<file path="src/rtl/if_fetch_stage_if.sv">
// Instruction-memory read bus between the fetch stage (master) and imem (slave).
// One request is outstanding at a time; imem_addr is stable while imem_req is high.
interface if_fetch_stage_if #(
  parameter int ADDR_W = 16,
  parameter int DATA_W = 32
);
  logic              imem_req;
  logic [ADDR_W-1:0] imem_addr;
  logic              imem_ack;
  logic [DATA_W-1:0] imem_rdata;

  modport master (
    output imem_req,
    output imem_addr,
    input  imem_ack,
    input  imem_rdata
  );

  modport slave (
    input  imem_req,
    input  imem_addr,
    output imem_ack,
    output imem_rdata
  );
endinterface

</file>
<file path="src/rtl/if_fetch_stage.sv">
// Instruction fetch stage: one outstanding imem read per PC, IF/ID register,
// one-entry hold buffer for decode back-pressure and drain of stale reads after a flush.
//
//   state    | meaning
//   ---------+---------------------------------------------------------
//   ST_WAIT  | read of current pc outstanding (pc frozen until accepted)
//   ST_HOLD  | fetched word buffered, decode stalled, no request
//   ST_DRAIN | read issued before a flush still in flight; data discarded
module if_fetch_stage #(
  parameter int                ADDR_W    = 16,
  parameter int                DATA_W    = 32,
  parameter logic [DATA_W-1:0] NOP_INSTR = '0
) (
  input  logic              clk,
  input  logic              rst_n,
  input  logic [ADDR_W-1:0] pc,
  output logic              pc_stall,
  input  logic              flush,
  input  logic              id_stall,
  output logic              if_valid,
  output logic [DATA_W-1:0] if_instr,
  output logic [ADDR_W-1:0] if_pc,
  if_fetch_stage_if.master  imem
);

  typedef enum logic [1:0] {ST_WAIT, ST_HOLD, ST_DRAIN} stateT;

  stateT             state;
  logic [ADDR_W-1:0] reqAddr;
  logic [ADDR_W-1:0] holdPc;
  logic [DATA_W-1:0] holdInstr;
  logic              accept;
  logic              stallComb;

  assign accept = ~id_stall | ~if_valid;

  assign imem.imem_req  = rst_n & (state != ST_HOLD);
  assign imem.imem_addr = (state == ST_DRAIN) ? reqAddr : pc;
  assign pc_stall       = ~rst_n | stallComb;

  always_comb begin
    stallComb = 1'b1;
    if (flush) begin
      stallComb = 1'b0;
    end else begin
      case (state)
        ST_WAIT: stallComb = ~(imem.imem_ack & accept);
        ST_HOLD: stallComb = ~accept;
        default: stallComb = 1'b1;
      endcase
    end
  end

  always_ff @(posedge clk or negedge rst_n) begin
    if (!rst_n) begin
      state     <= ST_WAIT;
      reqAddr   <= '0;
      holdPc    <= '0;
      holdInstr <= NOP_INSTR;
      if_valid  <= 1'b0;
      if_instr  <= NOP_INSTR;
      if_pc     <= '0;
    end else begin
      if (state == ST_WAIT) reqAddr <= pc;

      if (flush) begin
        // Branch target loads into pc this edge; anything fetched so far is stale.
        if_valid  <= 1'b0;
        if_instr  <= NOP_INSTR;
        holdPc    <= '0;
        holdInstr <= NOP_INSTR;
        case (state)
          ST_WAIT:  state <= imem.imem_ack ? ST_WAIT : ST_DRAIN;
          ST_HOLD:  state <= ST_WAIT;
          default:  state <= imem.imem_ack ? ST_WAIT : ST_DRAIN;
        endcase
      end else begin
        case (state)
          ST_WAIT: begin
            if (imem.imem_ack) begin
              if (accept) begin
                if_valid <= 1'b1;
                if_instr <= imem.imem_rdata;
                if_pc    <= pc;
              end else begin
                holdPc    <= pc;
                holdInstr <= imem.imem_rdata;
                state     <= ST_HOLD;
              end
            end else if (accept) begin
              if_valid <= 1'b0;
              if_instr <= NOP_INSTR;
            end
          end
          ST_HOLD: begin
            if (accept) begin
              if_valid  <= 1'b1;
              if_instr  <= holdInstr;
              if_pc     <= holdPc;
              holdInstr <= NOP_INSTR;
              state     <= ST_WAIT;
            end
          end
          default: begin
            if (imem.imem_ack) state <= ST_WAIT;
            if (accept) begin
              if_valid <= 1'b0;
              if_instr <= NOP_INSTR;
            end
          end
        endcase
      end
    end
  end

endmodule

</file>
<file path="src/flat_wrapper.sv">
// flat-port wrapper written by rule: the top's interface ports become plain ports
module if_fetch_stage_flat 
#(
  parameter int                ADDR_W    = 16,
  parameter int                DATA_W    = 32,
  parameter logic [DATA_W-1:0] NOP_INSTR = '0
)
  (clk, rst_n, pc, pc_stall, flush, id_stall, if_valid, if_instr, if_pc, imem_imem_req, imem_imem_addr, imem_imem_ack, imem_imem_rdata);
  if_fetch_stage_if #(.ADDR_W(ADDR_W), .DATA_W(DATA_W)) imem_i ();
  input  logic clk;
  input  logic rst_n;
  input  logic [ADDR_W-1:0] pc;
  output logic pc_stall;
  input  logic flush;
  input  logic id_stall;
  output logic if_valid;
  output logic [DATA_W-1:0] if_instr;
  output logic [ADDR_W-1:0] if_pc;
  output wire logic [$bits(imem_i.imem_req)-1:0] imem_imem_req;
  output wire logic [$bits(imem_i.imem_addr)-1:0] imem_imem_addr;
  input wire logic [$bits(imem_i.imem_ack)-1:0] imem_imem_ack;
  input wire logic [$bits(imem_i.imem_rdata)-1:0] imem_imem_rdata;
  assign imem_imem_req = imem_i.imem_req;
  assign imem_imem_addr = imem_i.imem_addr;
  assign imem_i.imem_ack = imem_imem_ack;
  assign imem_i.imem_rdata = imem_imem_rdata;
  if_fetch_stage #(.ADDR_W(ADDR_W), .DATA_W(DATA_W), .NOP_INSTR(NOP_INSTR)) u_core (.clk(clk), .rst_n(rst_n), .pc(pc), .pc_stall(pc_stall), .flush(flush), .id_stall(id_stall), .if_valid(if_valid), .if_instr(if_instr), .if_pc(if_pc), .imem(imem_i));
endmodule
</file>
<file path="config.mk">
export PLATFORM = sky130hd
export DESIGN_NAME = if_fetch_stage_flat
export DESIGN_NICKNAME = d
export VERILOG_FILES = /design/src/rtl/if_fetch_stage_if.sv /design/src/rtl/if_fetch_stage.sv /design/src/flat_wrapper.sv
export SDC_FILE = /design/constraint.sdc
export NUM_CORES = 1
export LEC_CHECK = 0
export CORE_AREA = 2 2 117 91
export CTS_CLUSTER_DIAMETER = 120
export DETAILED_ROUTE_END_ITERATION = 10
export DIE_AREA = 0 0 119 93
export HOLD_SLACK_MARGIN = 0.08
export PLACE_DENSITY = 0.95
export SYNTH_ARGS = -nofsm -noshare
export SYNTH_HDL_FRONTEND = slang
export SYNTH_SLANG_ARGS = --single-unit
</file>
<file path="constraint.sdc">
create_clock -name clk -period 3.8 [get_ports clk]
set_clock_uncertainty 0.05 [all_clocks]
set_input_delay 0.76 -clock clk [delete_from_list [all_inputs] [get_ports clk]]
set_output_delay 0.76 -clock clk [all_outputs]
set_load 0.03 [all_outputs]
</file>
[Word-level counts from Yosys, hierarchy flattened]
Cells that the tools add are included.
Storage, ports and cells
  register bits after elaboration: 115
  bits of input ports: 53
  output and inout port bits: 67
  logic and storage cells: 74
Cells by class
  equal/unequal tests: 11
  muxes and demuxes: 35
  bitwise logic cells: 10
  reduce and logical (&&, ||, !) cells: 11
Operators by type and width (count)
  $mux W32: 9
  $mux W16: 8
  $pmux W32 S2: 2
  $pmux W16 S2: 1
  $mux W2: 7
  $reduce_and A4 Y1: 2
  $ne A2 B1 Y1 const B: 3
  $ne A3 B3 Y1 const B: 2
  $not A1 Y1: 6
  $reduce_bool A2 Y1: 3
  $reduce_bool A3 Y1: 2
  $mux W1: 5
  $reduce_and A5 Y1: 1
  $ne A2 B2 Y1 const B: 2
  $ne A4 B3 Y1 const B: 1
  $pmux W1 S2: 2
  $pmux W2 S2: 1
  $ne A3 B2 Y1 const B: 1
  $reduce_and A3 Y1: 1
  $and A1 B1 Y1: 2
  $eq A2 B1 Y1 const B: 1
  $eq A2 B2 Y1 const B: 1
  $logic_not A2 Y1: 1
  $or A1 B1 Y1: 2
  $reduce_and A2 Y1: 1

[Depth between registers and ports, before layout]
Gate-level depths: netlist of the first run.
  word-level depth: 7
  depth in mapped cells: 7
  depth with buffers taken out: 4

[Worst setup path before layout of the first run]
Ideal clock, no wire load.
  kind: in2out
  from: input port imem_imem_ack
  to: output port pc_stall
  arrival time: 1780 ps
  data required time: 2990 ps
  slack: 1210 ps
  cell stages on the path: 4
  buffers on the path: 1
  cell sequence: buf_4 > o21bai_4 > nor2_1 > o21ai_0
Between the ends
  word-level cells in the longest chain between the ends: 5
RTL lines
  from (decl): line flat_wrapper.sv:21  | input wire logic [$bits(imem_i.imem_ack)-1:0] imem_imem_ack;
  $and A1 B1 Y1: line if_fetch_stage.sv:47  | ST_WAIT: stallComb = ~(imem.imem_ack & accept);
  $not A1 Y1: line if_fetch_stage.sv:47
  $pmux W1 S2: line if_fetch_stage.sv:46  | case (state)
  $mux W1: line if_fetch_stage.sv:43  | if (flush) begin
  $or A1 B1 Y1: line if_fetch_stage.sv:39  | assign pc_stall = ~rst_n | stallComb;
  to (decl): line flat_wrapper.sv:13  | output logic pc_stall;
No other way between the ends.

[Worst setup path in the final report of the first run]
  from: register u_core.state[1]
  to: output port imem_imem_addr[2]
Between the ends
  word-level cells in the longest chain between the ends: 2
RTL lines
  from (decl): line if_fetch_stage.sv:28  | stateT state;
  from (signal assigned): line if_fetch_stage.sv:73  | ST_WAIT: state <= imem.imem_ack ? ST_WAIT : ST_DRAIN;
  from (signal assigned): line if_fetch_stage.sv:75  | default: state <= imem.imem_ack ? ST_WAIT : ST_DRAIN;
  $eq A2 B2 Y1: line if_fetch_stage.sv:38  | assign imem.imem_addr = (state == ST_DRAIN) ? reqAddr : pc;
  $mux W16: line if_fetch_stage.sv:38
  to (decl): line flat_wrapper.sv:20  | output wire logic [$bits(imem_i.imem_addr)-1:0] imem_imem_addr;
No other way between the ends.

==> metrics.txt, run 1 <==
status=complete, no violations; Slew headroom=30.8%; area grow syn2layout=33.6%; IO buf count=119; Critical Path Sink=imem_imem_addr[2]; unrepaired setup endpoints after global routing=false; RR Endpoint=u_core.if_instr[5]; Worst Tran Pin Value=1040 ps; largest net degree at the start of global routing=between 60 and 70; drt first pass iters=4; critical path arrival=approximately 2700 ps; DRT iter0 DRCs=346; Placeable Area=0.00997 sq mm; Final setup viols=0; R2R Setup Slk=1520 ps; gp weighted congestion=0.750; Residual DRC=0; max-cap violations=0; leakage power=a little over 3 nW; CTS Sinks=115; postcts setup bufs=0; Mean Syn Cell Area=12.5 sq um; Final Hold Viols=0; Final nets=580; final setup TNS=0 ps; Vert. Die Dim=93 um; top cell type by total area after synthesis=dfrtp_1; critical path endpoint category=primary output; Peak supply drop=0.337 mV; Tmin final=roughly 3500 ps; vias per inst=approximately 5.9; CP Class=flop to primary output; yosys warns=0; WL/cell=20.0 um; Worst-Skew Late Latency=410 ps; cts hold-fix bufs=0; Hold WC Path Type=input port to async pin; Tcrit/Tclk final=approximately 90%; Seq/Total Area, Yosys=between 50% and 60%; # resized after CTS=0; number of global-route vias before repair=4145; DP Wirelength=8460 um; Die ar.=0.0111 sq mm; final core utilization=70.1%; CP Launch Point=u_core.state[1]; power per cell area=approximately 520 mW/mm^2; Worst setup SP type=flop; Reg2Reg Depth=5; number of synthesized register bits=115; Achievable Freq=286 MHz; initial core utilization=52.4%; worst r2r src=u_core.state[0]; TritonCTS clock tree=built; Diodes inserted=0; synth unique cells=32; Cell Area, Synth=around 0.0052 sq mm; Routed WL=between 10000 and 15000 um; Clock H-tree levels=4; layout cells sized above 1=19.3%; number of buffers created by CTS=17; initial antenna violation count=0; Root Buffer=clkbuf_16; Via Count=3991; CP Data Required Time=2990 ps; Die W=119 um; Clock transition at path regs=around 50 ps; Post-Synthesis Cells=417; first-pass GRT wire length=22200 um; Area contributors post-synth=dfrtp_1 (55%), a22o_1 (8.0%), mux2_2 (6.9%); GRT Overall Usage=26.1%; Mapped Nets=470; clock buffer depth=2; Pins Over Slew Limit=0; gr ovfl total=0; Site Rows=32; CP Max Fanout=16; I/O pins=120; Routed Antenna Nets=0; post-synth top area share=a little under three fifths
==> logic make-up after synthesis <==
family                 synth area share [%]
flip-flops                             55.0
multiplexers                           9.95
AND/OR/NAND/NOR                        9.09
AO/OA/AOI/OAI                          20.8
buffers and inverters                  5.14
==> critical path, stage by stage (launching register included) <==
cell and delay (ps):
dfrtp_1 540, inv_1 220, nor2_4 510, mux2_2 410
clkdlybuf4s50_1 600
==> sequential cells by signal, indices dropped and copies added (netlist names) <==
signal / count
u_core.holdInstr: 32
u_core.if_instr: 32
u_core.holdPc: 16
u_core.if_pc: 16
u_core.reqAddr: 16
u_core.state: 2
u_core.if_valid: 1
==> report_power, final <==
part | switching, mW | leakage (nW) | internal [mW]
combinational | 0.403 | 1.28 | 0.317
clock | 0.543 | 0.287 | 1.00
sequential | 0.0560 | 1.51 | 1.32
total | 1.00 | 3.07 | 2.64
==> Yosys cell counts (all sizes together) <==
cell	n
a2111oi	1
a22o	48
clkbuf	7
a21oi	31
nand3b	21
o21bai	1
mux2i	16
o2bb2a	1
nor2	25
nand4b	1
a31oi	1
dfrtp	115
and3	13
buf	31
inv	2
o21ai	15
a2bb2oi	19
nand2	14
o211ai	20
mux2	32
and2	2
nor4	1
==> layout by cell type, fill, tap and decap left out, drive strengths merged <==
master,count
clkinvlp,2
a2bb2oi,19
nand4b,1
o21bai,1
mux2i,16
and2,2
nor4,1
inv,2
buf,12
bufinv,2
a22o,48
clkdlybuf4s50,117
and3,13
clkbuf,20
clkinv,7
o2bb2a,1
nor2,25
nand3b,21
dfrtp,115
nand2,14
a31oi,1
a21oi,31
o211ai,20
a2111oi,1
mux2,32
o21ai,15
==> stage by stage <==
step	area (sq um)	worst slack [ps]	std cells	power (mW)	hold WS [ps]
floorplan	5230	1210	417	1.81	414
global placement	6410	797	644	2.08	414
detailed placement	6410	707	644	2.11	424
CTS	6990	302	675	3.66	436
global route	6990	165	675	3.76	458
finish	6990	299	675	3.64	430
==> per-layer routing <==
layer	track usage (%)	share of wire (%)	up-vias
li1	-	-	1778
met1	34.3	43	2040
met5	0	0	-
met3	5.85	5.8	21
met2	42.3	50	152
met4	10.6	1.5	0
==> final cells by class <==
type	instances	area [sq um]
clock inverters	11	110
repair buffers	129	1270
inverters	2	7.51
clock buffers	20	467
multi-input cells	262	2080
fillers	681	2980
well taps	136	170
flip-flops and latches	115	2880
==> worst min path at each step <==
stage          cells after the start  slack (ps)                 from                   to
3_5_place_dp                       2         420  u_core.if_instr[17]  u_core.if_instr[17]
4_1_cts                            2         440  u_core.if_instr[17]  u_core.if_instr[17]
6_report                           2         430                rst_n     u_core.holdPc[2]
5_1_grt                            2         460  u_core.if_instr[22]  u_core.if_instr[22]
2_1_floorplan                      0         410                rst_n  u_core.holdInstr[0]
3_3_place_gp                       2         410  u_core.if_instr[26]  u_core.if_instr[26]
Note: power is estimated with default switching activity, not from simulation.
==> run 2, diff against run 1 <==
--- a/config.mk
+++ b/config.mk
@@ -5,12 +5,14 @@
 export SDC_FILE = /design/constraint.sdc
 export NUM_CORES = 1
 export LEC_CHECK = 0
+export CAP_MARGIN = 20
 export CORE_AREA = 2 2 117 91
 export CTS_CLUSTER_DIAMETER = 120
 export DETAILED_ROUTE_END_ITERATION = 10
 export DIE_AREA = 0 0 119 93
 export HOLD_SLACK_MARGIN = 0.08
 export PLACE_DENSITY = 0.95
+export SKIP_LAST_GASP = 1
 export SYNTH_ARGS = -nofsm -noshare
 export SYNTH_HDL_FRONTEND = slang
 export SYNTH_SLANG_ARGS = --single-unit
==> constraint.sdc (replaced) <==
create_clock -name clk -period 3.8 [get_ports clk]
set_clock_uncertainty 0.05 [all_clocks]
set_input_delay 0.38 -clock clk [delete_from_list [all_inputs] [get_ports clk]]
set_output_delay 0.38 -clock clk [all_outputs]
set_load 0.03 [all_outputs]
==> run 2 against run 1 <==
Fmax is 12% higher. Flip-flop and latch count stayed put. Core utilization is 0.13 points lower. Worst hold slack worse by 160 ps. Clock power about the same. Via count up 1.2%. Largest cell class unchanged.
==> metrics.txt, run 2 (same netlist as run 1, synthesis figures left out) <==
Crit path max-delay family=flip-flops; Worst Tran Pin Value=1090 ps (+47.8 ps); Residual DRC=0 (unchanged); Clock H-tree levels=4 (unchanged); I/O pins=120 (unchanged); initial antenna violation count=0 (unchanged); critical path arrival=2710 ps (+20 ps); gp weighted congestion=0.782 (+4.2%); Vert. Die Dim=93 um (unchanged); Placeable Area=0.00997 sq mm (unchanged); vias per inst=5.97 (+1.0%); Largest regs=u_core.holdInstr x32, u_core.if_instr x32; power per cell area=521 mW/mm^2 (about the same); TritonCTS clock tree=built; Final nets=580 (unchanged); leakage power=3.06 nW (-0.59%); Clock transition at path regs=50 ps (about the same); GRT Overall Usage=25.5% (-0.57 points); CP Depth=3 (-1); Hold WC Path Type=input port to async pin; max-cap violations=0 (unchanged); Routed WL=13200 um (-2.0%); Root Buffer=clkbuf_16; Peak supply drop=0.287 mV (-15%); first-pass GRT wire length=22100 um (-0.53%); crit path buf inv count=1 (-1); area grow syn2layout=33.4%; commonest non-fill, non-tap cell in the layout=clkdlybuf4s50_1; Slew headroom=27.6% (-3.2 points); CTS Sinks=115 (unchanged); CP max stage delay=710 ps (+110 ps); Slowest-stage cell, CP=dfrtp_1; final setup TNS=0 ps (unchanged); Pwr Total=3.64 mW (about the same); layout cells sized above 1=18.5% (-0.78 points); DP Wirelength=8480 um (+0.20%); Reg2Reg Depth=4 (-1); initial core utilization=52.4% (unchanged); Final Hold Viols=0 (unchanged); Diodes inserted=0 (unchanged); Achievable Freq=319 MHz (+12%); gr ovfl total=0 (unchanged); CP cell instances=nor2_4 -> mux2_2 -> clkdlybuf4s50_1; clock buffer depth=2 (unchanged); CP Class=flop to primary output; unrepaired setup endpoints after global routing=false; critical path endpoint category=primary output; Routed Antenna Nets=0 (unchanged); WL/cell=19.6 um (-2.2%); IO buf count=119 (unchanged); Via Count=4037 (+1.2%); drt first pass iters=5 (+1); Die W=119 um (unchanged); Worst setup SP type=flop; Final setup viols=0 (unchanged); number of global-route vias before repair=4200 (+1.3%); Pins Over Slew Limit=0 (unchanged); Tcrit/Tclk final=82.6% (-9.5 points); most frequent cells in the layout=clkdlybuf4s50_1 (118), dfrtp_1 (115), a22o_1 (48); CP Data Required Time=3370 ps (+380 ps); Worst-Skew Late Latency=410 ps (about the same); Die ar.=0.0111 sq mm (unchanged); number of buffers created by CTS=17 (unchanged); largest net degree at the start of global routing=64 (-1.5%); Tmin final=3140 ps (-362 ps); status=complete, no violations; CP Max Fanout=19 (+3); DRT iter0 DRCs=337 (-2.6%); Site Rows=32 (unchanged)
run 2: cell count changes in the layout (fill, tap and decap cells not counted), sizes merged:
| cell | change |
|---|---|
| buf | -2 |
| dlygate4sd3 | +1 |
| clkbuf | +2 |
| clkinvlp | +1 |
| clkdlybuf4s50 | +1 |
| clkinv | -2 |
run 2: timing repair:
item | 4_1_cts | 5_1_grt
hold buffers | 1 | 0
setup endpoints to repair | 0 | 0
endpoints found under the hold margin | 3 | 0
buffers inserted | 0 | 0
gates resized for setup | 0 | 0
run 2: cell type report:
| class | instances | area (sq um) |
|---|---|---|
| Inverter | 2 | 7.51 |
| Fill cell | 672 | 2990 |
| Timing Repair Buffer | 129 | 1270 |
| Clock buffer | 22 | 464 |
| Sequential cell | 115 | 2880 |
| Clock inverter | 10 | 108 |
| Tap cell | 136 | 170 |
| Multi-Input combinational cell | 262 | 2080 |
run 2: path summary, 6_finish.rpt:
check                                     from                   to  slack, ps
max                            u_core.state[0]   imem_imem_addr[14]        660
min                                      rst_n      u_core.state[1]        270
max reg2reg                    u_core.state[0]  u_core.if_instr[11]       1220
min reg2reg                u_core.if_instr[15]  u_core.if_instr[15]        440
max in group asynchronous                rst_n   u_core.if_instr[8]       1840
min in group clk           u_core.if_instr[15]  u_core.if_instr[15]        440
run 2: per-stage QoR:
stage	worst slack [ps]	hold slack [ps]	cell area, sq um	cells	utilization (%)
global route	545	282	6980	676	70.0
detailed placement	1040	136	6390	643	64.1
finish	662	273	6980	676	70.0
CTS	650	286	6980	676	70.0
floorplan	1810	34.4	5230	417	-
global placement	1100	134	6390	643	64.1
run 2: metal layers:
metal | part of all wire (%) | up-vias | global-route usage, % | wire (um)
met1 | 44 | 2066 | 34.6 | 5770
li1 | - | 1780 | - | -
met5 | 0 | - | 0 | 0
met3 | 6.0 | 20 | 6.04 | 799
met2 | 49 | 171 | 40.1 | 6430
met4 | 1.8 | 0 | 10.0 | 233
run 2: power by group:
| group | leakage (nW) | internal, mW | switching [mW] |
|---|---|---|---|
| Combinational | 1.27 | 0.316 | 0.397 |
| Sequential | 1.51 | 1.32 | 0.0594 |
| Clock | 0.276 | 0.993 | 0.554 |
| Total | 3.06 | 2.62 | 1.01 |
==> run 3, diff against run 2 <==
--- a/config.mk
+++ b/config.mk
@@ -6,12 +6,12 @@
 export NUM_CORES = 1
 export LEC_CHECK = 0
 export CAP_MARGIN = 20
-export CORE_AREA = 2 2 117 91
+export CORE_AREA = 2 2 122 94
 export CTS_CLUSTER_DIAMETER = 120
 export DETAILED_ROUTE_END_ITERATION = 10
-export DIE_AREA = 0 0 119 93
+export DIE_AREA = 0 0 124 96
 export HOLD_SLACK_MARGIN = 0.08
-export PLACE_DENSITY = 0.95
+export PLACE_DENSITY = 0.89
 export SKIP_LAST_GASP = 1
 export SYNTH_ARGS = -nofsm -noshare
 export SYNTH_HDL_FRONTEND = slang
==> constraint.sdc (replaced) <==
create_clock -name clk -period 3 [get_ports clk]
set_clock_uncertainty 0.05 [all_clocks]
set_input_delay 0.3 -clock clk [delete_from_list [all_inputs] [get_ports clk]]
set_output_delay 0.3 -clock clk [all_outputs]
set_load 0.03 [all_outputs]
==> run 3 against run 2 <==
Via count shrank 1.3%. Critical path type unchanged. Count of clock-buffer cells in the layout is the same. Wire length grew 2.9%. Clock power grew 30%. Design area grew 1.5%. Critical endpoint is now imem_imem_addr[2]. Sequential share of layout area shrank 0.60 points. Combinational power grew 30%. Die area grew 7.6%. First-iteration DRC count shrank 8.9%. Largest power group unchanged. Final cell count grew 1.5%. Register-to-register slack lost 530 ps. Critical path depth grew 2.
==> metrics.txt, run 3 (same netlist as run 1, synthesis figures left out) <==
Tmin final=roughly 2800 ps; Residual DRC=0 (unchanged); area grow syn2layout=35.4%; Pwr Total=4.69 mW (+29%); Routed WL=13600 um (+2.9%); Hold Path Origin=u_core.if_instr[26]; leakage power=3.10 nW (+1.5%); Largest regs=u_core.holdInstr x32, u_core.if_instr x32; Worst-Skew Late Latency=400 ps (about the same); internal power=3.42 mW (+30%); CP Data Required Time=2650 ps (-720 ps); CP Class=flop to primary output; DP Wirelength=8750 um (+3.2%); CP max stage delay=590 ps (-120 ps); CP Launch Point=u_core.state[1]; Final Hold Viols=0 (unchanged); Peak supply drop=0.636 mV (+120%); Final nets=587 (+1.2%); gr ovfl total=0 (unchanged); GRT Overall Usage=24.0% (-1.5 points); NetSw=1.27 mW (+25%); Worst setup SP type=flop; number of global-route vias before repair=4179 (-0.50%); DRT iter0 DRCs=307 (-8.9%); first-pass GRT wire length=21500 um (-2.9%); unrepaired setup endpoints after global routing=false; Tcrit/Tclk final=93.1%; Final setup viols=0 (unchanged); Clock transition at path regs=50 ps (about the same); TritonCTS clock tree=built; Die ar.=0.0119 sq mm (+7.6%); Routed Antenna Nets=0 (unchanged); critical path endpoint category=primary output; initial core utilization=48.7% (-3.7 points); final setup TNS=0 ps (unchanged); Seq pwr share=37.1% (-0.7 points); IO buf count=119 (unchanged); Die W=124 um (+4.2%); CTS Sinks=115 (unchanged); layout cells sized above 1=19.6% (+1.1 points); initial antenna violation count=0 (unchanged); Comb pwr share=19.8% (+0.2 points); Slowest-stage cell, CP=clkdlybuf4s50_1; Placeable Area=0.0107 sq mm (+7.7%); Via Count=3984 (-1.3%); max-cap violations=0 (unchanged); largest net degree at the start of global routing=73 (+14%); drt first pass iters=5 (unchanged); Diodes inserted=0 (unchanged); Hold WC Path Type=flop to flop; CP cell instances=inv_1 -> nor2_4 -> buf_4 -> mux2_2 -> clkdlybuf4s50_1; Vert. Die Dim=96 um (+3.2%); power per cell area=662 mW/mm^2 (+27%); # resized after CTS=0 (unchanged); Switching Fraction=27.0% (-0.78 points); most frequent cells in the layout=clkdlybuf4s50_1 (117), dfrtp_1 (115), a22o_1 (48); fillers=763 (+14%); worst r2r src=u_core.state[0]; Slew headroom=39.5% (+12 points); critical path arrival=2440 ps (-270 ps); vias per inst=5.81 (-2.8%); Root Buffer=clkbuf_16; Worst Tran Pin Value=907 ps (-179 ps); I/O pins=120 (unchanged); gp weighted congestion=0.848 (+8.5%); Clk pwr share=43.2% (+0.6 points); Achievable Freq=around 360 MHz; Clock H-tree levels=4 (unchanged); Site Rows=33 (+3.1%); status=complete, no violations; CP Max Fanout=8 (-11); clock buffer depth=2 (unchanged); WL/cell=19.8 um (+1.4%); Pins Over Slew Limit=0 (unchanged); number of buffers created by CTS=17 (unchanged); commonest non-fill, non-tap cell in the layout=clkdlybuf4s50_1
## run 3: area by class of cell
type	instances	area (sq um)	share of cell area (%)
inverter	2	7.51	0.106
timing repair buffer	136	1340	19.0
clock buffer	22	464	6.56
sequential	115	2880	40.7
multi-input combinational	262	2080	29.4
clock inverter	9	130	1.84
tap	140	175	2.47
## run 3: what timing repair did
item                                    in CTS  in global routing
hold buffers                                 1                  0
pin swaps                                    1                  1
endpoints found under the setup margin       2                 16
endpoints found under the hold margin       43                  0
buffers inserted                             0                  2
gates cloned                                 0                  0
## run 3: stage by stage
stage	util, %	instance area, sq um	std cells	hold slack, ps	setup WS (ps)
floorplan	-	5230	417	-45.6	1090
global placement	60.0	6450	652	368	557
detailed placement	60.0	6450	652	385	445
CTS	65.7	7050	684	442	13.9
global route	65.9	7080	686	454	127
finish	65.9	7080	686	438	206
## run 3: worst max-delay path: cells and delay by family (launching register included)
| kind | cells | cell delay [ps] |
|---|---|---|
| multiplexers | 1 | 340 |
| AND/OR/NAND/NOR | 1 | 180 |
| flip-flops | 1 | 540 |
| buffers and inverters | 3 | 970 |
## run 3: worst paths after layout
path,to,slack (ps),cells after the start
max in group asynchronous,u_core.if_instr[15],1620,3
min,u_core.if_instr[26],440,2
min reg2reg,u_core.if_instr[26],440,2
max,imem_imem_addr[2],210,5
max reg2reg,u_core.holdInstr[17],690,6
min in group asynchronous,u_core.state[0],550,3
## run 3: routing by layer
metal	track usage [%]	share of wire (%)	vias to the layer above
met5	0	0	-
li1	-	-	1784
met1	31.0	42	1994
met4	8.61	1.3	0
met2	39.1	49	189
met3	6.58	7.8	17
## run 3: power by group through the flow
stage / Clock [mW] / Combinational (mW) / Sequential [mW]
after global placement: 0 / 0.887 / 1.75
final: 2.02 / 0.926 / 1.74
after CTS: 2.04 / 0.922 / 1.74
after detailed placement: 0 / 0.913 / 1.76
after global routing: 2.13 / 0.981 / 1.75
after floorplan: 0 / 0.398 / 1.89
